$ cat src/rtl/fsm_output_tracer.sv
// fsm_output_tracer
// Capture stage that watches a controller FSM output vector and records every
// distinct value, tagged with a free-running cycle timestamp, into a small
// first-word-fall-through FIFO that a harness drains over valid/ready.
//
// Ports:
//   clk         rising-edge clock for all logic
//   rst         synchronous active-high reset
//   y_in        monitored FSM output vector (DATA_W bits)
//   trace_en    capture enable
//   out_valid   FIFO head entry available
//   out_ready   consumer accepts the head entry
//   out_data    head entry {timestamp, y value}, timestamp in the MSBs
//   out_count   current FIFO occupancy
//   overflow    sticky flag, at least one entry was dropped
//   drop_count  saturating count of dropped entries

module fsm_output_tracer #(
    parameter int DATA_W = 17,
    parameter int TS_W   = 16,
    parameter int DEPTH  = 16,
    parameter int DROP_W = 8
) (
    input  logic                       clk,
    input  logic                       rst,
    input  logic [DATA_W-1:0]          y_in,
    input  logic                       trace_en,
    output logic                       out_valid,
    input  logic                       out_ready,
    output logic [TS_W+DATA_W-1:0]     out_data,
    output logic [$clog2(DEPTH):0]     out_count,
    output logic                       overflow,
    output logic [DROP_W-1:0]          drop_count
);

    localparam int PTR_W   = $clog2(DEPTH);
    localparam int CNT_W   = PTR_W + 1;
    localparam int ENTRY_W = TS_W + DATA_W;

    typedef enum logic [1:0] {
        IDLE  = 2'd0,
        ARM   = 2'd1,
        TRACK = 2'd2
    } state_t;

    state_t               r_state;
    state_t               w_phase;
    state_t               w_nextState;
    logic                 w_log;
    logic                 w_updPrev;

    logic [TS_W-1:0]      r_ts;
    logic [DATA_W-1:0]    r_yPrev;
    logic [ENTRY_W-1:0]   r_mem [DEPTH];
    logic [PTR_W-1:0]     r_wrPtr;
    logic [PTR_W-1:0]     r_rdPtr;
    logic [CNT_W-1:0]     r_count;
    logic [ENTRY_W-1:0]   r_outData;
    logic                 r_overflow;
    logic [DROP_W-1:0]    r_dropCount;

    logic                 w_pop;
    logic                 w_full;
    logic                 w_push;
    logic                 w_drop;
    logic [ENTRY_W-1:0]   w_wrData;
    logic [PTR_W-1:0]     w_rdPtrNext;
    logic [CNT_W-1:0]     w_countNext;
    logic                 w_headFromWrite;

    // The register only ever holds IDLE or TRACK. The arming cycle is the
    // first enabled cycle seen from IDLE, so the baseline is logged with the
    // timestamp of the very cycle trace_en is first high rather than one
    // cycle later. That cycle is presented here as the ARM phase.
    always_comb begin
        w_phase     = r_state;
        w_nextState = r_state;
        w_log       = 1'b0;
        w_updPrev   = 1'b0;
        if ((r_state == IDLE) && trace_en) begin
            w_phase = ARM;
        end
        case (w_phase)
            IDLE: begin
                w_nextState = IDLE;
            end
            ARM: begin
                w_log       = 1'b1;
                w_updPrev   = 1'b1;
                w_nextState = TRACK;
            end
            TRACK: begin
                if (!trace_en) begin
                    w_nextState = IDLE;
                end else begin
                    w_updPrev = 1'b1;
                    w_log     = (y_in != r_yPrev);
                end
            end
            default: begin
                w_nextState = IDLE;
            end
        endcase
    end

    // FIFO control. A pop in the same cycle frees a slot for a push into a
    // full FIFO. The head register is reloaded from the incoming entry when
    // that entry lands in an otherwise empty FIFO, and from storage otherwise.
    always_comb begin
        w_pop           = (r_count != '0) && out_ready;
        w_full          = (r_count == CNT_W'(DEPTH));
        w_push          = w_log && (!w_full || w_pop);
        w_drop          = w_log && w_full && !w_pop;
        w_wrData        = {r_ts, y_in};
        w_rdPtrNext     = r_rdPtr + PTR_W'(w_pop);
        w_countNext     = r_count + CNT_W'(w_push) - CNT_W'(w_pop);
        w_headFromWrite = w_push && (r_count == CNT_W'(w_pop));
    end

    // Entry storage, left unreset since occupancy decides what is valid.
    always_ff @(posedge clk) begin
        if (!rst && w_push) begin
            r_mem[r_wrPtr] <= w_wrData;
        end
    end

    // State, timestamp, pointers, head register and drop bookkeeping.
    always_ff @(posedge clk) begin
        if (rst) begin
            r_state     <= IDLE;
            r_ts        <= '0;
            r_yPrev     <= '0;
            r_wrPtr     <= '0;
            r_rdPtr     <= '0;
            r_count     <= '0;
            r_outData   <= '0;
            r_overflow  <= 1'b0;
            r_dropCount <= '0;
        end else begin
            r_state <= w_nextState;
            r_ts    <= r_ts + TS_W'(1);
            if (w_updPrev) begin
                r_yPrev <= y_in;
            end
            if (w_push) begin
                r_wrPtr <= r_wrPtr + PTR_W'(1);
            end
            r_rdPtr <= w_rdPtrNext;
            r_count <= w_countNext;
            if (w_countNext != '0) begin
                r_outData <= w_headFromWrite ? w_wrData : r_mem[w_rdPtrNext];
            end
            if (w_drop) begin
                r_overflow <= 1'b1;
                if (r_dropCount != '1) begin
                    r_dropCount <= r_dropCount + DROP_W'(1);
                end
            end
        end
    end

    // Output mapping; every output comes straight from a register.
    always_comb begin
        out_valid  = (r_count != '0);
        out_data   = r_outData;
        out_count  = r_count;
        overflow   = r_overflow;
        drop_count = r_dropCount;
    end

endmodule

$ cat config.mk
export PLATFORM = sky130hd
export DESIGN_NAME = fsm_output_tracer
export DESIGN_NICKNAME = d
export VERILOG_FILES = /design/src/rtl/fsm_output_tracer.sv
export SDC_FILE = /design/constraint.sdc
export NUM_CORES = 1
export LEC_CHECK = 0
export ABC_CLOCK_PERIOD_IN_PS = 11700
export CORE_MARGIN = 2
export CORE_UTILIZATION = 40
export DETAILED_ROUTE_END_ITERATION = 16
export PLACE_DENSITY = 0.61
export SLEW_MARGIN = 5
export SYNTH_ARGS = -nofsm -noshare
export SYNTH_HDL_FRONTEND = slang
export SYNTH_SLANG_ARGS = --single-unit
$ cat constraint.sdc
create_clock -name clk -period 11.7 [get_ports clk]
set_clock_uncertainty 0.1 [all_clocks]
set_input_delay 1.755 -clock clk [delete_from_list [all_inputs] [get_ports clk]]
set_output_delay 1.755 -clock clk [all_outputs]
set_load 0.02 [all_outputs]
==> results.md, run 1 <==
* Fin nets at ~1400
* Average size of a mapped cell at 19.33 um2
* Largest net degree at the start of global routing at 64
* Worst path max stage delay at 730 ps
* Area of the core at 58910 um2
* Normalized max-slew margin at between 30% and 40%
* Post-cts repair resize count at 0
* Status: finished, final reports clean
* WP depth at 17
* Total power draw at approximately 6.2 mW
* Post-route DRC at 0
* # port buffers at 68
* Yosys cell types at slightly above 40
* Clock buffer depth at 3
* Worst Path Required at about 12000 ps
* Critical Path End: out_data[16]
* Place WS at between 3000 and 4000 ps
* Fill count at approximately 4900
* Syn Nets at between 1000 and 1500
* WL/cell at 26.21 um
* Initial antenna violation count at 0
* Total GRT Usage at about a fifth
* Die Span X at about 250 um
* Crit-path leading delay family: simple AND/OR/NAND/NOR gates
* Setup ws final at approximately 4400 ps
* I/O Pins at 69
* Antenna-violating nets left at 0
* First-pass GRT wire length at 82710 um
* Worst flop-to-flop path startpoint: r_yPrev[15]
* Arr. time, crit path at just under 8000 ps
* Cell Pwr Density at ~230 nW/um2
* RSZ-0062 raised after global routing: false
* Max_cap viols at 0
* Vias in the first global route at ~13000
* CP startpoint: y_in[15]
* Initial drt markers at around 1300
* Die Ht at roughly 250 um
* Worst vdd ir at about 0.13 mV
* Vias per cell at roughly 5.7
* Global route overflow at 0
* Final setup violation count at 0
* Critical path buffers and inverters at 3
* CTS tree: done
* Fin. max-slew vios at 0
* Yosys reg bits at 617
* Setup TNS Final at 0 ps
* FFs w/ async S/R, synth at 0%
* Site row count at between 80 and 90
* Mapped Area at approximately 24000 um2
* Num CTS Buffers at 66
* Reg clk slew, reported paths at about 60 ps
* Post-DP HPWL at 28230 um
* Post-route cell area at roughly 28000 um2
* Main synth FF type: edfxtp_1
* Hold Crit Class: reg -> reg
* Setup CP Type: in -> reg
* Critical path, cell by cell: clkdlybuf4s50_1 -> xnor2_1 -> nand4_1 -> nor3_1 -> nand2_1 -> and2_1 -> mux2_2 -> ha_1 -> fa_1 -> a21oi_1 -> o21bai_1 -> xnor2_1 -> a31oi_4 -> buf_4 -> nor2b_4 -> buf_4 -> a221o_1
* Highest Clock Rate at 136.2 MHz
* Register area share after synthesis at about three quarters
* DR pass1 iterations at 5
* Hold Buf Count CTS at 0
* Initial Utilization at 40.34%
* Placed Area at about 25000 um2
* R2R Path End: out_data[16]
* Min cycle time layout at ~7300 ps
* Least-Margin Pin Slew at 1013 ps
* Leakage at 9.078 nW
* CP Launch Type: input pin
* Commonest non-fill, non-tap cell in the layout: edfxtp_1
* Clock Root Buffer: clkbuf_16
* R2R Setup Slk at a little over 6000 ps
* Layout cells sized above 1 at about a fifth
* Crit. End Element: flop
* H-tree depth at 3
* Routed WL at ~56000 um
* Critical Path Fanout Max at 35
* Die ar. at between 60000 and 70000 um2
* Final hold vios at 0
* FF-to-FF path depth at 16
* EDFF count, synth at approximately 530
* Final period util at 62.78%
* Post-Syn Instances at 1229
* Layout area overhead at 16.57%
* Slowest-stage cell, CP: clkdlybuf4s50_1
* Sinks on the clock net at ~620
* Via count at 12210
* Post-CTS setup buffers at 0
* Yosys warns at 0
* Worst-Skew Late Latency at 590 ps
* Most frequent cells in the layout: edfxtp_1 (528), mux4_2 (132), dfxtp_1 (89)
* GPL Wtd Cong at 0.7301
[registers in the layout (all words and copies together) (netlist names)]
signal and cells:
out_data 33, drop_count 8, overflow 1, r_yPrev 17
out_count 5, r_rdPtr 4, r_wrPtr 4, r_ts 16
r_state 1, r_mem 528
[per-layer routing]
metal	global-route usage, %	share of wire (%)	wire length [um]
met5	0	0	0
met4	6.305	2.2	1267
met3	2.909	6.0	3386
met2	30.81	49	27630
met1	25.63	43	24130
[cell type report]
| cell class | count | area [um2] | share of cell area [%] |
|---|---|---|---|
| diodes | 1 | 2.502 | 0.009034 |
| clock buffers | 98 | 2053 | 7.413 |
| clock inverters | 20 | 225.2 | 0.8131 |
| inverters | 8 | 30.03 | 0.1084 |
| multi-input cells | 536 | 5868 | 21.19 |
| flip-flops and latches | 617 | 17640 | 63.67 |
| well taps | 773 | 967.2 | 3.492 |
| repair buffers | 100 | 915.9 | 3.307 |
[report_power, final]
part | switching [mW] | leakage, nW | internal [mW]
Combinational | 0.768 | 2.41 | 0.794
Sequential | 0.0661 | 5.55 | 2.46
Clock | 0.829 | 1.11 | 1.32
Total | 1.66 | 9.08 | 4.58
[kinds of logic after synthesis]
logic type               share of synthesized area [%]
multiplexers                                     13.41
XOR/XNOR                                         1.437
flip-flops                                       74.22
adder cells (fa/ha/maj)                         0.7688
AO/OA/AOI/OAI                                    4.055
AND/OR/NAND/NOR                                  4.471
buffers and inverters                            1.632
[stage by stage]
stage	utilization [%]	instances	hold WS [ps]
detailed placement	43.15	2034	381.3
floorplan	-	1229	381.1
global placement	43.15	2034	396.9
finish	47.02	2153	391.6
CTS	47.02	2152	394.7
global route	47.02	2152	406.7
[worst min path at each step]
| stage | start | end | slack [ps] | depth (start not counted) |
|---|---|---|---|---|
| 2_1_floorplan | r_yPrev[14] | r_yPrev[14] | 380 | 2 |
| 3_3_place_gp | r_yPrev[2] | r_yPrev[2] | 400 | 2 |
| 3_5_place_dp | out_data[15] | out_data[15] | 380 | 1 |
| 4_1_cts | out_data[15] | out_data[15] | 390 | 1 |
| 5_1_grt | out_data[15] | out_data[15] | 410 | 1 |
| 6_report | out_data[15] | out_data[15] | 390 | 1 |
[synthesized netlist by cell type (2+ instances only)]
library cell  number  share of area [%]
mux2i_1           18               0.76
o21ai_0            2              0.042
nand3_1           16               0.34
nor3_1             8               0.17
nand4_1            9               0.24
nor2_1            52               0.82
a22oi_1           66                2.1
and2_1             3              0.079
clkbuf_1          43               0.68
a31oi_1            2              0.053
nand2_1           41               0.65
edfxtp_1         528                 67
nand2b_1           3              0.079
buf_6             12               0.57
mux2_2             2              0.095
a21oi_1           10               0.21
mux4_2           132                 13
dfxtp_1           89                7.5
ha_1              13               0.68
or3_1              2              0.053
nor2b_1           11               0.29
xnor2_1           23               0.85
a221o_1           33                1.4
or4_1              5               0.16
and4_1             2              0.074
buf_1              3              0.047
inv_1              8               0.13
and3_1            51                1.3
o31ai_1            6               0.19
xor2_1            16               0.59
buf_2             10               0.21
Power figures use the tool's default switching activity.
==> inputs of run 2 (changes only) <==
--- a/config.mk
+++ b/config.mk
@@ -5,11 +5,11 @@
 export SDC_FILE = /design/constraint.sdc
 export NUM_CORES = 1
 export LEC_CHECK = 0
-export ABC_CLOCK_PERIOD_IN_PS = 11700
+export ABC_CLOCK_PERIOD_IN_PS = 6500
 export CORE_MARGIN = 2
 export CORE_UTILIZATION = 40
 export DETAILED_ROUTE_END_ITERATION = 16
-export PLACE_DENSITY = 0.61
+export PLACE_DENSITY = 0.63
 export SLEW_MARGIN = 5
 export SYNTH_ARGS = -nofsm -noshare
 export SYNTH_HDL_FRONTEND = slang
==> constraint.sdc (replaced) <==
create_clock -name clk -period 6.5 [get_ports clk]
set_clock_uncertainty 0.1 [all_clocks]
set_input_delay 0.975 -clock clk [delete_from_list [all_inputs] [get_ports clk]]
set_output_delay 0.975 -clock clk [all_outputs]
set_load 0.02 [all_outputs]
==> run 2 against run 1 <==
  * Clock power is 66% higher
  * Via count is 0.38% higher
  * First-iteration DRC count is 11% higher
  * Non-clock buffer count is 21 higher
  * Sequential cell count stayed put
  * Final cell count is 0.84% higher
  * Wire length is 0.52% lower
  * Clock-buffer cell count is 6 lower
  * Sequential power is 80% higher
  * Register-to-register slack worse by 4400 ps
  * Highest routed layer unchanged
==> results.md, run 2 (synthesized netlist as in run 1, its figures left out) <==
* Status: finished, final reports clean
* Critical Path Fanout Max at 33
* Layout area overhead at 16.53%
* Max FFs per register at 528
* Die Ht at around 250 um
* CTS tree: done
* Worst-Skew Late Latency at about 640 ps
* Vias per cell at approximately 5.6
* Setup CP Type: in -> reg
* Total power draw at around 11 mW
* Layout cells sized above 1 at 21.96%
* Post-route DRC at 0
* Reg clk slew, reported paths at 60 ps
* I/O Pins at 69
* Site row count at 89
* Highest Clock Rate at roughly 180 MHz
* Antenna-violating nets left at 0
* DR pass1 iterations at 7
* Inst Count DP at between 2000 and 2500
* Leakage at about 9 nW
* Worst vdd ir at roughly 0.26 mV
* Die ar. at just over 60000 um2
* Sinks on the clock net at between 600 and 700
* First-pass GRT wire length at about 83000 um
* Post-cts repair resize count at 0
* Diode count at 0
* R2R Setup Slk at between 1500 and 2000 ps
* Cell Pwr Density at 397.2 nW/um2
* RSZ-0062 raised after global routing: false
* Fin cells at between 2000 and 2500
* Min cycle time layout at 5522 ps
* Final period util at approximately 85%
* Initial Utilization at roughly two fifths
* Clock Root Buffer: clkbuf_16
* Fin nets at around 1400
* Clock buffer depth at 3
* Initial antenna violation count at 0
* Initial drt markers at around 1400
* Normalized max-slew margin at ~23%
* Max_cap viols at 0
* Final setup violation count at 0
* Die Span X at between 200 and 250 um
* Post-DP HPWL at roughly 30000 um
* Area of the core at 58910 um2
* Worst Path Required at roughly 7000 ps
* WL/cell at about 26 um
* Crit. End Element: flop
* Most frequent cells in the layout: edfxtp_1 (528), mux4_2 (132), dfxtp_1 (89)
* Setup TNS Final at 0 ps
* Final hold vios at 0
* H-tree depth at 2
* Arr. time, crit path at between 5000 and 6000 ps
* Vias in the first global route at about 13000
* Worst flop-to-flop path startpoint: r_yPrev[13]
* CP Launch Type: input pin
* Hold Buf Count CTS at 0
* Commonest non-fill, non-tap cell in the layout: edfxtp_1
* FF-to-FF path depth at 14
* Largest net degree at the start of global routing at 63
* Routed WL at ~56000 um
* Total GRT Usage at between 10% and 20%
* Global route overflow at 0
* Hold Crit Class: reg -> reg
* R2R Path End: out_data[31]
* GPL Wtd Cong at about 0.75
* Post-CTS setup buffers at 0
* Fin util at a little under half
* Num CTS Buffers at a little over 60
* Fin. max-slew vios at 0
* Critical Path End: out_data[31]
* Via count at ~12000
* Least-Margin Pin Slew at roughly 1200 ps
* CP startpoint: y_in[13]
* Largest register by flop count: r_mem
* # port buffers at between 60 and 70
==> run 2: changes by cell type in the layout (fill, tap and decap cells not counted), moves of 2 or more <==
cell and change:
buf_12 +5, clkinvlp_4 +2, clkbuf_16 -12, clkinv_1 -4
clkinv_8 +2, clkbuf_1 +7, clkinv_2 +2, buf_4 +16
==> run 2: worst min-delay path by stage <==
stage	start	end	cells past startpoint
finish	drop_count[6]	drop_count[6]	2
detailed placement	drop_count[7]	drop_count[7]	2
CTS	drop_count[5]	drop_count[5]	2
global route	r_yPrev[1]	r_yPrev[1]	2
global placement	drop_count[6]	drop_count[6]	2
floorplan	r_yPrev[14]	r_yPrev[14]	2
==> run 2: per-stage QoR <==
stage / hold WS, ps / instance area (um2) / setup slack, ps
finish: 410.2 / 27690 / 978.2
global route: 436.1 / 27690 / 745.4
CTS: 410.2 / 27690 / 1032
detailed placement: 399.3 / 25640 / 430.8
global placement: 389.5 / 25640 / 406.6
floorplan: 381.1 / 23760 / 1893
==> run 2: metal layers <==
| layer | GRT usage [%] | vias up | wire length (um) |
|---|---|---|---|
| met5 | 0 | - | 0 |
| met4 | 5.513 | 0 | 1429 |
| met3 | 3.482 | 98 | 3314 |
| met2 | 30.06 | 413 | 27090 |
| met1 | 25.96 | 6470 | 24290 |
| li1 | - | 5274 | - |
==> run 2: report_power, final <==
part / internal [mW] / switching, mW / total (mW)
clock: 2.08 / 1.48 / 3.56
combinational: 1.49 / 1.40 / 2.89
sequential: 4.42 / 0.125 / 4.54
total: 7.99 / 3.01 / 11.0
==> run 2: cell type report <==
| class | instances | area [um2] |
|---|---|---|
| Clock inverter | 24 | 285.3 |
| Tap cell | 773 | 967.2 |
| Multi-Input combinational cell | 536 | 5868 |
| Timing Repair Buffer | 121 | 1136 |
| Sequential cell | 617 | 17640 |
| Inverter | 8 | 30.03 |
| Clock buffer | 92 | 1765 |
| Fill cell | 4819 | 31220 |
==> run 2: worst max-delay path, cell delays in order <==
cell             delay [ps]
clkdlybuf4s50_1         580
xnor2_1                 540
nand4_1                 150
nor3_1                  320
nand2_1                 170
and2_1                  290
mux2_2                  310
ha_1                    210
fa_1                    430
a21oi_1                 140
o21bai_1                 90
xnor2_1                 340
nand3_1                 180
nor2_4                  900
a221o_1                 310
